`src/rtl/seg_scan_driver_pkg.sv`:
```
// Shared constants for the 4-digit multiplexed 7-segment display stage.
// Segment patterns are ordered {g,f,e,d,c,b,a} and are active-low.
package seg_scan_driver_pkg;

    localparam int SLOT_W = 2;

    typedef logic [SLOT_W-1:0] slot_t;

    localparam logic [6:0] SEG_0    = 7'b1000000;
    localparam logic [6:0] SEG_1    = 7'b1111001;
    localparam logic [6:0] SEG_2    = 7'b0100100;
    localparam logic [6:0] SEG_3    = 7'b0110000;
    localparam logic [6:0] SEG_4    = 7'b0011001;
    localparam logic [6:0] SEG_5    = 7'b0010010;
    localparam logic [6:0] SEG_6    = 7'b0000010;
    localparam logic [6:0] SEG_7    = 7'b1111000;
    localparam logic [6:0] SEG_8    = 7'b0000000;
    localparam logic [6:0] SEG_9    = 7'b0010000;
    localparam logic [6:0] SEG_DASH = 7'b0111111;
    localparam logic [6:0] SEG_OFF  = 7'b1111111;

    localparam logic [3:0] AN_OFF   = 4'b1111;

endpackage

```
`src/rtl/seg_scan_driver_seg_decoder.sv`:
```
// BCD-to-7-segment decoder with a blank override; non-BCD codes show a dash.
module seg_decoder
    import seg_scan_driver_pkg::*;
(
    input  logic [3:0] value_i,
    input  logic       blank_i,
    output logic [6:0] seg_o
);

    always_comb begin
        seg_o = SEG_DASH;
        if (blank_i) begin
            seg_o = SEG_OFF;
        end else begin
            case (value_i)
                4'd0:    seg_o = SEG_0;
                4'd1:    seg_o = SEG_1;
                4'd2:    seg_o = SEG_2;
                4'd3:    seg_o = SEG_3;
                4'd4:    seg_o = SEG_4;
                4'd5:    seg_o = SEG_5;
                4'd6:    seg_o = SEG_6;
                4'd7:    seg_o = SEG_7;
                4'd8:    seg_o = SEG_8;
                4'd9:    seg_o = SEG_9;
                default: seg_o = SEG_DASH;
            endcase
        end
    end

endmodule

```
`src/rtl/seg_scan_driver.sv`:
```
// Time-multiplexed 4-digit common-anode display driver with guard cycles,
// frame-synchronous digit capture, leading-zero blanking and per-digit blink.
module seg_scan_driver
    import seg_scan_driver_pkg::*;
#(
    parameter int REFRESH_DIV = 50000,
    parameter int GUARD       = 2,
    parameter int BLINK_DIV   = 64
) (
    input  logic       clk_in,
    input  logic       rst,
    input  logic [3:0] y1,
    input  logic [3:0] y2,
    input  logic [3:0] y3,
    input  logic [3:0] y4,
    input  logic       blank_lz,
    input  logic [3:0] blink_en,
    input  logic [3:0] dp_en,
    output logic [6:0] seg,
    output logic       dp,
    output logic [3:0] an
);

    localparam int PW = $clog2(REFRESH_DIV);
    localparam int BW = (BLINK_DIV > 1) ? $clog2(BLINK_DIV) : 1;

    localparam logic [PW-1:0] PCNT_LAST = PW'(REFRESH_DIV - 1);
    localparam logic [PW-1:0] GUARD_END = PW'(GUARD);
    localparam logic [BW-1:0] BCNT_LAST = BW'(BLINK_DIV - 1);

    logic [PW-1:0]      pcnt_q, pcnt_d;
    slot_t              slot_q, slot_d;
    logic [BW-1:0]      bcnt_q, bcnt_d;
    logic               phase_q, phase_d;
    logic [3:0][3:0]    shadow_q, shadow_d;
    logic [3:0]         an_q, an_d;
    logic [6:0]         seg_q, seg_d;
    logic               dp_q, dp_d;

    logic               tick;
    logic               in_guard;
    logic [3:0]         cur_digit;
    logic [3:0]         digit_zero;
    logic               lz_blank;
    logic               digit_blank;
    logic [6:0]         dec_seg;

    always_ff @(posedge clk_in or negedge rst) begin
        if (!rst) begin
            pcnt_q   <= '0;
            slot_q   <= '0;
            bcnt_q   <= '0;
            phase_q  <= 1'b0;
            shadow_q <= '0;
            an_q     <= AN_OFF;
            seg_q    <= SEG_OFF;
            dp_q     <= 1'b1;
        end else begin
            pcnt_q   <= pcnt_d;
            slot_q   <= slot_d;
            bcnt_q   <= bcnt_d;
            phase_q  <= phase_d;
            shadow_q <= shadow_d;
            an_q     <= an_d;
            seg_q    <= seg_d;
            dp_q     <= dp_d;
        end
    end

    assign tick = (pcnt_q == PCNT_LAST);

    // Digits load only as slot 3 wraps to 0, so a frame never mixes old and new values.
    always_comb begin
        pcnt_d   = tick ? '0 : pcnt_q + PW'(1);
        slot_d   = tick ? slot_q + slot_t'(1) : slot_q;
        shadow_d = shadow_q;
        bcnt_d   = bcnt_q;
        phase_d  = phase_q;
        if (tick && (slot_q == slot_t'(3))) begin
            shadow_d = {y4, y3, y2, y1};
        end
        if (tick) begin
            if (bcnt_q == BCNT_LAST) begin
                bcnt_d  = '0;
                phase_d = ~phase_q;
            end else begin
                bcnt_d  = bcnt_q + BW'(1);
            end
        end
    end

    always_comb begin
        for (int i = 0; i < 4; i++) begin
            digit_zero[i] = (shadow_q[i] == 4'd0);
        end
        cur_digit = shadow_q[slot_q];
        case (slot_q)
            2'd3:    lz_blank = digit_zero[3];
            2'd2:    lz_blank = digit_zero[3] & digit_zero[2];
            2'd1:    lz_blank = digit_zero[3] & digit_zero[2] & digit_zero[1];
            default: lz_blank = 1'b0;
        endcase
        digit_blank = (blank_lz & lz_blank) | (blink_en[slot_q] & phase_q);
    end

    seg_decoder u_seg_decoder (
        .value_i (cur_digit),
        .blank_i (digit_blank),
        .seg_o   (dec_seg)
    );

    // The first GUARD cycles of every slot keep all anodes dark to avoid ghosting.
    assign in_guard = (pcnt_q < GUARD_END);

    always_comb begin
        an_d  = AN_OFF;
        seg_d = SEG_OFF;
        dp_d  = 1'b1;
        if (!in_guard) begin
            an_d  = ~(4'b0001 << slot_q);
            seg_d = dec_seg;
            dp_d  = digit_blank | ~dp_en[slot_q];
        end
    end

    assign an  = an_q;
    assign seg = seg_q;
    assign dp  = dp_q;

endmodule

```
`config.mk`:
```
export PLATFORM = sky130hd
export DESIGN_NAME = seg_scan_driver
export DESIGN_NICKNAME = d
export VERILOG_FILES = /design/src/rtl/seg_scan_driver_pkg.sv /design/src/rtl/seg_scan_driver_seg_decoder.sv /design/src/rtl/seg_scan_driver.sv
export SDC_FILE = /design/constraint.sdc
export NUM_CORES = 1
export LEC_CHECK = 0
export ABC_AREA = 0
export CAP_MARGIN = 20
export CORE_UTILIZATION = 58
export DETAILED_ROUTE_END_ITERATION = 8
export PLACE_DENSITY = 0.88
export SYNTH_ARGS = -nofsm -noshare
export SYNTH_HDL_FRONTEND = slang
export SYNTH_SLANG_ARGS = --single-unit
```
`constraint.sdc`:
```
create_clock -name clk_in -period 6.2 [get_ports clk_in]
set_input_delay 0.62 -clock clk_in [delete_from_list [all_inputs] [get_ports clk_in]]
set_output_delay 0.62 -clock clk_in [all_outputs]
set_load 0.05 [all_outputs]
```
==> flow_summary.json, run 1 <==
{
  "ys_types": 41,
  "required_ns": 6.44,
  "start_kind": "flop",
  "crit_chain": "inv_1, ha_1, or4b_2, nor3_1, o211ai_1, o211ai_1",
  "drtAntennaViolNets": 0,
  "seq_area_frac_synth_pct": 50.2,
  "viasPerCell": 5.86,
  "dieArea_mm2": 0.00488,
  "maxCapViolations": 0,
  "drive_above_1_share_pct": 19.5,
  "diodes": 0,
  "antenna_found_initial": 0,
  "dp.final_hpwl_um": 3660,
  "slowest_stage": "dfrtp_1",
  "post_cts_buffers": 0,
  "wire_per_inst_um": 16.0,
  "powerDensity_mw_per_mm2": 202,
  "grt_pass1_vias": 1831,
  "core_mm2": 0.00438,
  "post_cts_resized": 0,
  "cpMostUsedCell": "o211ai_1",
  "syn_area_per_cell_um2": 12.1,
  "grt_pass1_wl_um": 8780,
  "rsz0062_at_grt": "no",
  "crit_path_end_kind": "flop",
  "crit_type": "reg2reg",
  "gp_congestion": 0.850,
  "cts_tree": "yes",
  "ys.flop_type": "dfrtp_1",
  "status": "completed",
  "syn-cell-area_mm2": 0.00267,
  "finalNetCount": 299,
  "postSynthCellCount": 221,
  "htreeDepth": 2,
  "ios": 39,
  "track_usage_pct": 22.9,
  "fmax_ghz": 0.420,
  "die-height_um": 69.9,
  "synth_nets": 260,
  "vias": 1835,
  "dr.first_iter.drc_count": 129,
  "clockRootBuffer": "clkbuf_8",
  "synth.yosys.warnings": 0,
  "syn_to_final_growth_pct": 19.4,
  "grt_overflow": 0,
  "grt_start_max_net_pins": 54,
  "max-slew-margin-rel_pct": 48.6,
  "cpPeakStageDelay_ns": 0.63,
  "worst_pin_slew_ns": 0.769,
  "cts_sinks": 53,
  "drc": 0,
  "whs_ns": 0.275,
  "ir_drop_uv": 129,
  "hold_buffers": 0,
  "wl_um": 5010,
  "row_count": 24,
  "drv_slew": 0,
  "worstSkewPairLatency_ns": 0.31,
  "first_pass_iters": 4,
  "p_leak_nw": 1.38,
  "initial_utilization_pct": 60.9,
  "holdCritPathClass": "in2async",
  "setup-violations-final": 0,
  "ys_seq_elements": 53,
  "cts_buffers": 5,
  "cp_max_fo": 9,
  "fin_crit_sh_pct": 38.4,
  "synth_edf_count": 0,
  "die_x_um": 69.9,
  "async_flop_share_pct": 100,
  "clk_path_buf_depth": 2,
  "hold_viol": 0,
  "portBuffers": 38,
  "fin_skew_ns": 0.00748,
  "clkTransAtPathRegs_ns": 0.09,
  "worstPathArrival_ns": 2.62,
  "tns_ns": 0,
  "finalCriticalPeriod_ns": 2.38
}
layout by cell type, fill, tap and decap left out, types with 2 or more instances in the layout:
master / n
ha_1: 12
and2_1: 2
nand2_1: 12
dfstp_2: 12
o31ai_1: 3
nor2_1: 12
nand3_1: 18
and3_1: 4
o211ai_1: 2
nor4_1: 5
clkdlybuf4s50_1: 37
and4_1: 5
dfrtp_1: 41
mux4_2: 6
o21a_1: 2
clkbuf_8: 7
nand4_1: 7
xor2_1: 7
mux2_4: 10
xnor2_1: 10
inv_1: 11
a21oi_1: 2
mux2_2: 7
nor3_1: 5
o21ai_0: 4
a21o_1: 2
flip-flops by register name, indices dropped and copies added (netlist names):
signal    cells
dp            1
phase_q       1
seg           7
shadow_q     16
an            4
pcnt_q       16
bcnt_q        6
slot_q        2
through the flow:
step	cells	area [µm²]	total power, mW	utilization [%]	setup slack, ns
2_1_floorplan	221	2670	0.403	-	4.14
3_3_place_gp	304	3070	0.436	70.0	3.84
3_5_place_dp	304	3070	0.438	70.0	3.83
4_1_cts	312	3170	0.647	72.3	3.79
5_1_grt	313	3190	0.670	72.8	3.58
6_report	313	3190	0.645	72.8	3.82
worst max-delay path: cells and delay by family (launching register included):
| family | cells | cell delay [ns] |
|---|---|---|
| buffers and inverters | 1 | 0.20 |
| adders and majority gates | 1 | 0.25 |
| DFF | 1 | 0.63 |
| and+or+nand+nor | 2 | 0.77 |
| AOI/OAI and AO/OA | 2 | 0.46 |
routing by layer:
metal	vias up	GRT usage, %	part of all wire (%)	routed length (µm)
met2	58	35.4	49	2450
met4	0	8.00	1.9	95
met5	-	0	0	0
met1	901	32.2	45	2250
met3	9	5.05	4.2	209
li1	867	-	-	-
cell usage after synthesis (all sizes together), types with 3 or more instances:
master / count / area share, %
ha: 12 / 5.6
buf: 6 / 1.5
nor3: 5 / 0.94
nor4: 6 / 2.0
mux2: 17 / 8.6
mux4: 6 / 5.1
nand4: 7 / 1.6
dfstp: 12 / 12
and4: 5 / 1.6
dfrtp: 41 / 38
nor2: 12 / 1.7
xnor2: 10 / 3.3
nand3: 19 / 4.0
xor2: 7 / 2.3
o21ai: 5 / 0.94
o31ai: 3 / 0.84
and3: 5 / 1.2
inv: 11 / 1.5
nand2: 12 / 1.7
power by group:
| part | internal [mW] | leakage, nW | total, mW | switching [mW] |
|---|---|---|---|---|
| combinational | 0.0346 | 0.676 | 0.0691 | 0.0345 |
| clock | 0.101 | 0.0542 | 0.212 | 0.111 |
| sequential | 0.358 | 0.647 | 0.363 | 0.00540 |
cells by family after synthesis:
| group | share of synthesized area [%] |
|---|---|
| flops | 50.2 |
| fa+ha+maj | 5.62 |
| mux | 14.0 |
| xor+xnor | 5.57 |
| simple gates | 16.3 |
| buf+inv | 3.14 |
| compound gates | 5.10 |
path summary, 6_finish.rpt:
check                                       end  cells past startpoint             startpoint  slack, ns
min in group clk_in         phase_q$_DFFE_PN0P_                      1    phase_q$_DFFE_PN0P_       0.48
max reg2reg                    seg[4]$_DFF_PN1_                      6  slot_q[0]$_DFFE_PN0N_       3.82
min reg2reg                 phase_q$_DFFE_PN0P_                      1    phase_q$_DFFE_PN0P_       0.48
min                        pcnt_q[11]$_DFF_PN0_                      1                    rst       0.28
max in group asynchronous       an[3]$_DFF_PN1_                      2                    rst       5.33
max                            seg[4]$_DFF_PN1_                      6  slot_q[0]$_DFFE_PN0N_       3.82
final cells by class:
class,instances,area [µm²]
Clock buffer,7,96.3
Clock inverter,1,5.00
Fill cell,300,1190
Inverter,11,41.3
Multi-Input combinational cell,150,1250
Sequential cell,53,1340
Tap cell,52,65.1
Timing Repair Buffer,39,395
(Power assumes the default switching activity.)
==> inputs of run 2 (changes only) <==
- CORE_UTILIZATION: 58 -> 49
- PLACE_DENSITY: 0.88 -> 0.8
- clock period: 6.2 -> 2.1 ns (I/O delays scaled with it)
==> run 2 against run 1 <==
First-iteration DRC count decreased by 12%. Sequential cell count is the same. Maximum frequency rose by 22%. Combinational power increased to 3.0 times the previous value. Utilization down 9.5 points. Clock skew grew 0.0027 ns. Via count is 0.71% higher. Sequential share of layout area is 1.1 points lower. Critical path depth rose by 1.
==> flow_summary.json, run 2 (synthesis gave the netlist of run 1 again) <==
{
  "rrSetupSlack_ns": 0.15,
  "holdCritPathClass": "in2async",
  "dr.first_iter.drc_count": 114,
  "post_cts_buffers": 0,
  "core_mm2": 0.00517,
  "maxCapViolations": 0,
  "drtAntennaViolNets": 0,
  "clkTransAtPathRegs_ns": 0.10,
  "clockRootBuffer": "clkbuf_8",
  "portBuffers": 38,
  "drc": 0,
  "fin_util_pct": 63.3,
  "timing.final.ws_setup_ns": 0.155,
  "vias": 1848,
  "hold_viol": 0,
  "required_ns": 2.34,
  "crit_type": "reg2reg",
  "wl_um": 4890,
  "grt_start_max_net_pins": 28,
  "rsz0062_at_grt": "no",
  "cts_tree": "yes",
  "track_usage_pct": 19.0,
  "setup-violations-final": 0,
  "dp.final_hpwl_um": 3670,
  "initial_utilization_pct": 51.6,
  "dp_worst_setup_slack_ns": 0.0860,
  "cts_buffers": 5,
  "worstPathArrival_ns": 2.18,
  "ir_drop_uv": 298,
  "powerDensity_mw_per_mm2": 561,
  "antenna_found_initial": 0,
  "die-height_um": 75.8,
  "gp_congestion": 0.856,
  "cp_max_fo": 6,
  "cts_sinks": 53,
  "whs_ns": 0.433,
  "ios": 39,
  "die_x_um": 75.8,
  "fmax_ghz": 0.514,
  "fin_skew_ns": 0.0102,
  "diodes": 0,
  "worstSkewPairLatency_ns": 0.31,
  "grt_overflow": 0,
  "syn_to_final_growth_pct": 22.5,
  "worst_pin_slew_ns": 0.585,
  "row_count": 26,
  "htreeDepth": 2,
  "clk_path_buf_depth": 2,
  "first_pass_iters": 4,
  "viasPerCell": 5.44,
  "grt_pass1_wl_um": 8090,
  "finalNetCount": 308,
  "crit_path_end_kind": "flop",
  "fillers": 415,
  "dieArea_mm2": 0.00575,
  "final_cell_mix": "dfrtp_1 (41), clkdlybuf4s50_1 (37), nand3_1 (18)",
  "start_kind": "flop",
  "p_leak_nw": 1.42,
  "max-slew-margin-rel_pct": 60.8,
  "r2r_start": "slot_q[0]$_DFFE_PN0N_",
  "r2r-end": "seg[2]$_DFF_PN1_",
  "tns_ns": 0,
  "wire_per_inst_um": 14.4,
  "drv_slew": 0,
  "status": "completed",
  "finalCriticalPeriod_ns": 1.95,
  "drive_above_1_share_pct": 22.2,
  "reg2reg_depth": 7,
  "final_common_cell": "dfrtp_1",
  "fin_crit_sh_pct": 92.6,
  "grt_pass1_vias": 1734
}
==> run 2: timing repair <==
item | CTS | global route
hold buffers | 1 | 0
gates resized for setup | 0 | 1
endpoints found under the hold margin | 14 | 0
endpoints found under the setup margin | 0 | 1
==> run 2: worst max path at each step <==
stage	start	to	slack, ns	cells after the start
2_1_floorplan	slot_q[1]$_DFFE_PN0N_	seg[4]$_DFF_PN1_	0.04	7
3_3_place_gp	blank_lz	seg[4]$_DFF_PN1_	0.13	5
3_5_place_dp	blank_lz	seg[4]$_DFF_PN1_	0.09	5
4_1_cts	slot_q[1]$_DFFE_PN0N_	seg[4]$_DFF_PN1_	0.1	6
5_1_grt	slot_q[0]$_DFFE_PN0N_	seg[2]$_DFF_PN1_	0.04	7
6_report	slot_q[0]$_DFFE_PN0N_	seg[2]$_DFF_PN1_	0.15	7
==> run 2: routing by layer <==
metal  vias to the layer above  GRT usage (%)  wire length, µm  share of wire [%]
met5                         -              0                0                  0
met4                         0           7.61               82                1.7
met3                         8           4.10              153                3.1
met2                        40           29.3             2310                 47
met1                       911           26.2             2340                 48
li1                        889              -                -                  -
==> run 2: report_power, final <==
group / switching, mW / internal, mW
sequential: 0.0152 / 1.06
clock: 0.329 / 0.231
combinational: 0.101 / 0.104
total: 0.446 / 1.39
==> run 2: final cells by class <==
cell class,instances,area [µm²],share of cell area (%)
sequential,53,1340,41.0
multi-input combinational,150,1250,38.2
timing repair buffer,48,465,14.2
tap,70,87.6,2.68
clock buffer,5,68.8,2.10
inverter,11,41.3,1.26
clock inverter,3,17.5,0.535
==> run 2: critical path, stage by stage (launching register included) <==
cell	delay, ns
dfrtp_1	0.37
buf_4	0.18
mux4_2	0.56
inv_1	0.12
ha_1	0.15
inv_1	0.05
or3_1	0.36
nand3_1	0.08
==> run 2: metrics by stage <==
| step | area [µm²] | std cells | power [mW] |
|---|---|---|---|
| global route | 3270 | 340 | 1.91 |
| global placement | 3170 | 331 | 1.29 |
| floorplan | 2670 | 221 | 1.19 |
| detailed placement | 3170 | 331 | 1.30 |
| CTS | 3270 | 340 | 1.85 |
| finish | 3270 | 340 | 1.84 |
==> inputs of run 3 (changes only) <==
==> constraint.sdc (replaced) <==
create_clock -name clk_in -period 2.1 [get_ports clk_in]
set_input_delay 0.315 -clock clk_in [delete_from_list [all_inputs] [get_ports clk_in]]
set_output_delay 0.315 -clock clk_in [all_outputs]
set_load 0.05 [all_outputs]
==> run 3 against run 2 <==
Die area stayed put. Via count fell by 0.27%. Sequential cell count is the same. Critical path depth down 1. Setup slack got worse by 0.020 ns. Sequential power hardly changed.
==> flow_summary.json, run 3 (synthesis gave the netlist of run 1 again) <==
{
  "dp_cells": 331,
  "worst_pin_slew_ns": 0.577,
  "p_switching_uw": 447,
  "final_cells": 339,
  "timing.final.ws_setup_ns": 0.135,
  "ios": 39,
  "drc": 0,
  "holdCritPathClass": "in2async",
  "track_usage_pct": 18.8,
  "power_frac_comb_pct": 11.0,
  "dieArea_mm2": 0.00575,
  "final_common_cell": "dfrtp_1",
  "drive_above_1_share_pct": 22.3,
  "crit_type": "reg2reg",
  "core_mm2": 0.00517,
  "dr.first_iter.drc_count": 129,
  "status": "completed",
  "final_cell_mix": "dfrtp_1 (41), clkdlybuf4s50_1 (37), nand3_1 (18)",
  "total_power_mw": 1.84,
  "crit_path_end_kind": "flop",
  "diodes": 0,
  "antenna_found_initial": 0,
  "hold_buffers": 0,
  "cts_sinks": 53,
  "fin_util_pct": 63.2,
  "grt_pass1_wl_um": 8060,
  "cp_max_fo": 8,
  "setup-violations-final": 0,
  "drv_slew": 0,
  "dp_worst_setup_slack_ns": 0.0212,
  "worstSkewPairLatency_ns": 0.30,
  "syn_to_final_growth_pct": 22.3,
  "cts_buffers": 5,
  "fin_crit_sh_pct": 93.6,
  "grt_overflow": 0,
  "vias": 1843,
  "first_pass_iters": 4,
  "row_count": 26,
  "rsz0062_at_grt": "yes",
  "clk_path_buf_depth": 2,
  "initial_utilization_pct": 51.6,
  "viasPerCell": 5.44,
  "register_area_mm2": 0.00134,
  "maxCapViolations": 0,
  "clkPwrFrac_pct": 30.7,
  "dp.final_hpwl_um": 3730,
  "max-slew-margin-rel_pct": 61.4,
  "fillers": 410,
  "power.internal_mw": 1.39,
  "required_ns": 2.31,
  "grt_start_max_net_pins": 28,
  "swShare_pct": 24.3,
  "clkTransAtPathRegs_ns": 0.10,
  "finalNetCount": 307,
  "seqPwrFrac_pct": 58.3,
  "finalCriticalPeriod_ns": 1.97,
  "wire_per_inst_um": 14.4,
  "htreeDepth": 2,
  "cts_tree": "yes",
  "p_leak_nw": 1.40,
  "rrSetupSlack_ns": 0.13,
  "fin_skew_ns": 0.0159,
  "drtAntennaViolNets": 0,
  "hold_viol": 0,
  "portBuffers": 38,
  "multi_input_area_mm2": 0.00125,
  "ir_drop_uv": 368,
  "fmax_ghz": 0.509,
  "clockRootBuffer": "clkbuf_8",
  "worstPathArrival_ns": 2.17,
  "start_kind": "flop",
  "gp_congestion": 0.856,
  "wl_um": 4890,
  "powerDensity_mw_per_mm2": 563,
  "grt_pass1_vias": 1704,
  "die_x_um": 75.8,
  "die-height_um": 75.8
}
==> run 3: per-stage QoR <==
stage	instance area, µm²	hold slack, ns	setup TNS (ns)
final	3270	0.00402	0
after global routing	3270	0.0338	-0.00385
after CTS	3260	0.0225	0
after detailed placement	3170	0.347	0
after global placement	3170	0.347	0
after floorplan	2670	0.0194	0
==> run 3: final cells by class <==
class,count,share of cell area [%]
repair buffers,47,13.9
inverters,11,1.26
clock buffers,5,2.11
clock inverters,3,0.689
multi-input cells,150,38.3
well taps,70,2.68
flip-flops and latches,53,41.0
==> run 3: path summary, 6_finish.rpt <==
path                                  endpoint  depth (start not counted)                  start
min in group clk_in        phase_q$_DFFE_PN0P_                          1    phase_q$_DFFE_PN0P_
setup reg to reg              seg[4]$_DFF_PN1_                          6  slot_q[0]$_DFFE_PN0N_
setup / recovery              seg[4]$_DFF_PN1_                          6  slot_q[0]$_DFFE_PN0N_
max in group asynchronous  pcnt_q[9]$_DFF_PN0_                          2                    rst
hold reg to reg            phase_q$_DFFE_PN0P_                          1    phase_q$_DFFE_PN0P_
hold / removal             pcnt_q[7]$_DFF_PN0_                          1                    rst
==> run 3: worst max-delay path, cell delays in order (launching register included) <==
cell and delay, ns:
dfrtp_1 0.38, inv_1 0.07, ha_1 0.20, or4b_2 0.63
nor3_2 0.12, o211ai_1 0.27, o211ai_1 0.20
==> run 3: routing by layer <==
metal	global-route usage, %	routed length, µm	share of wire (%)
met5	0	0	0
met4	7.20	73	1.5
met3	2.65	123	2.5
met2	29.0	2390	49
met1	26.8	2300	47
==> run 3: what timing repair did <==
action / in CTS / in global routing
setup buffers: 0 / 0
endpoints found under the setup margin: 0 / 4
gates resized for setup: 0 / 1
==> run 3: power groups by stage <==
stage	Clock (mW)	Combinational (mW)	Sequential [mW]
floorplan	0	0.0549	1.13
global placement	0	0.202	1.09
detailed placement	0	0.204	1.09
CTS	0.579	0.206	1.07
global route	0.616	0.220	1.08
finish	0.565	0.203	1.07
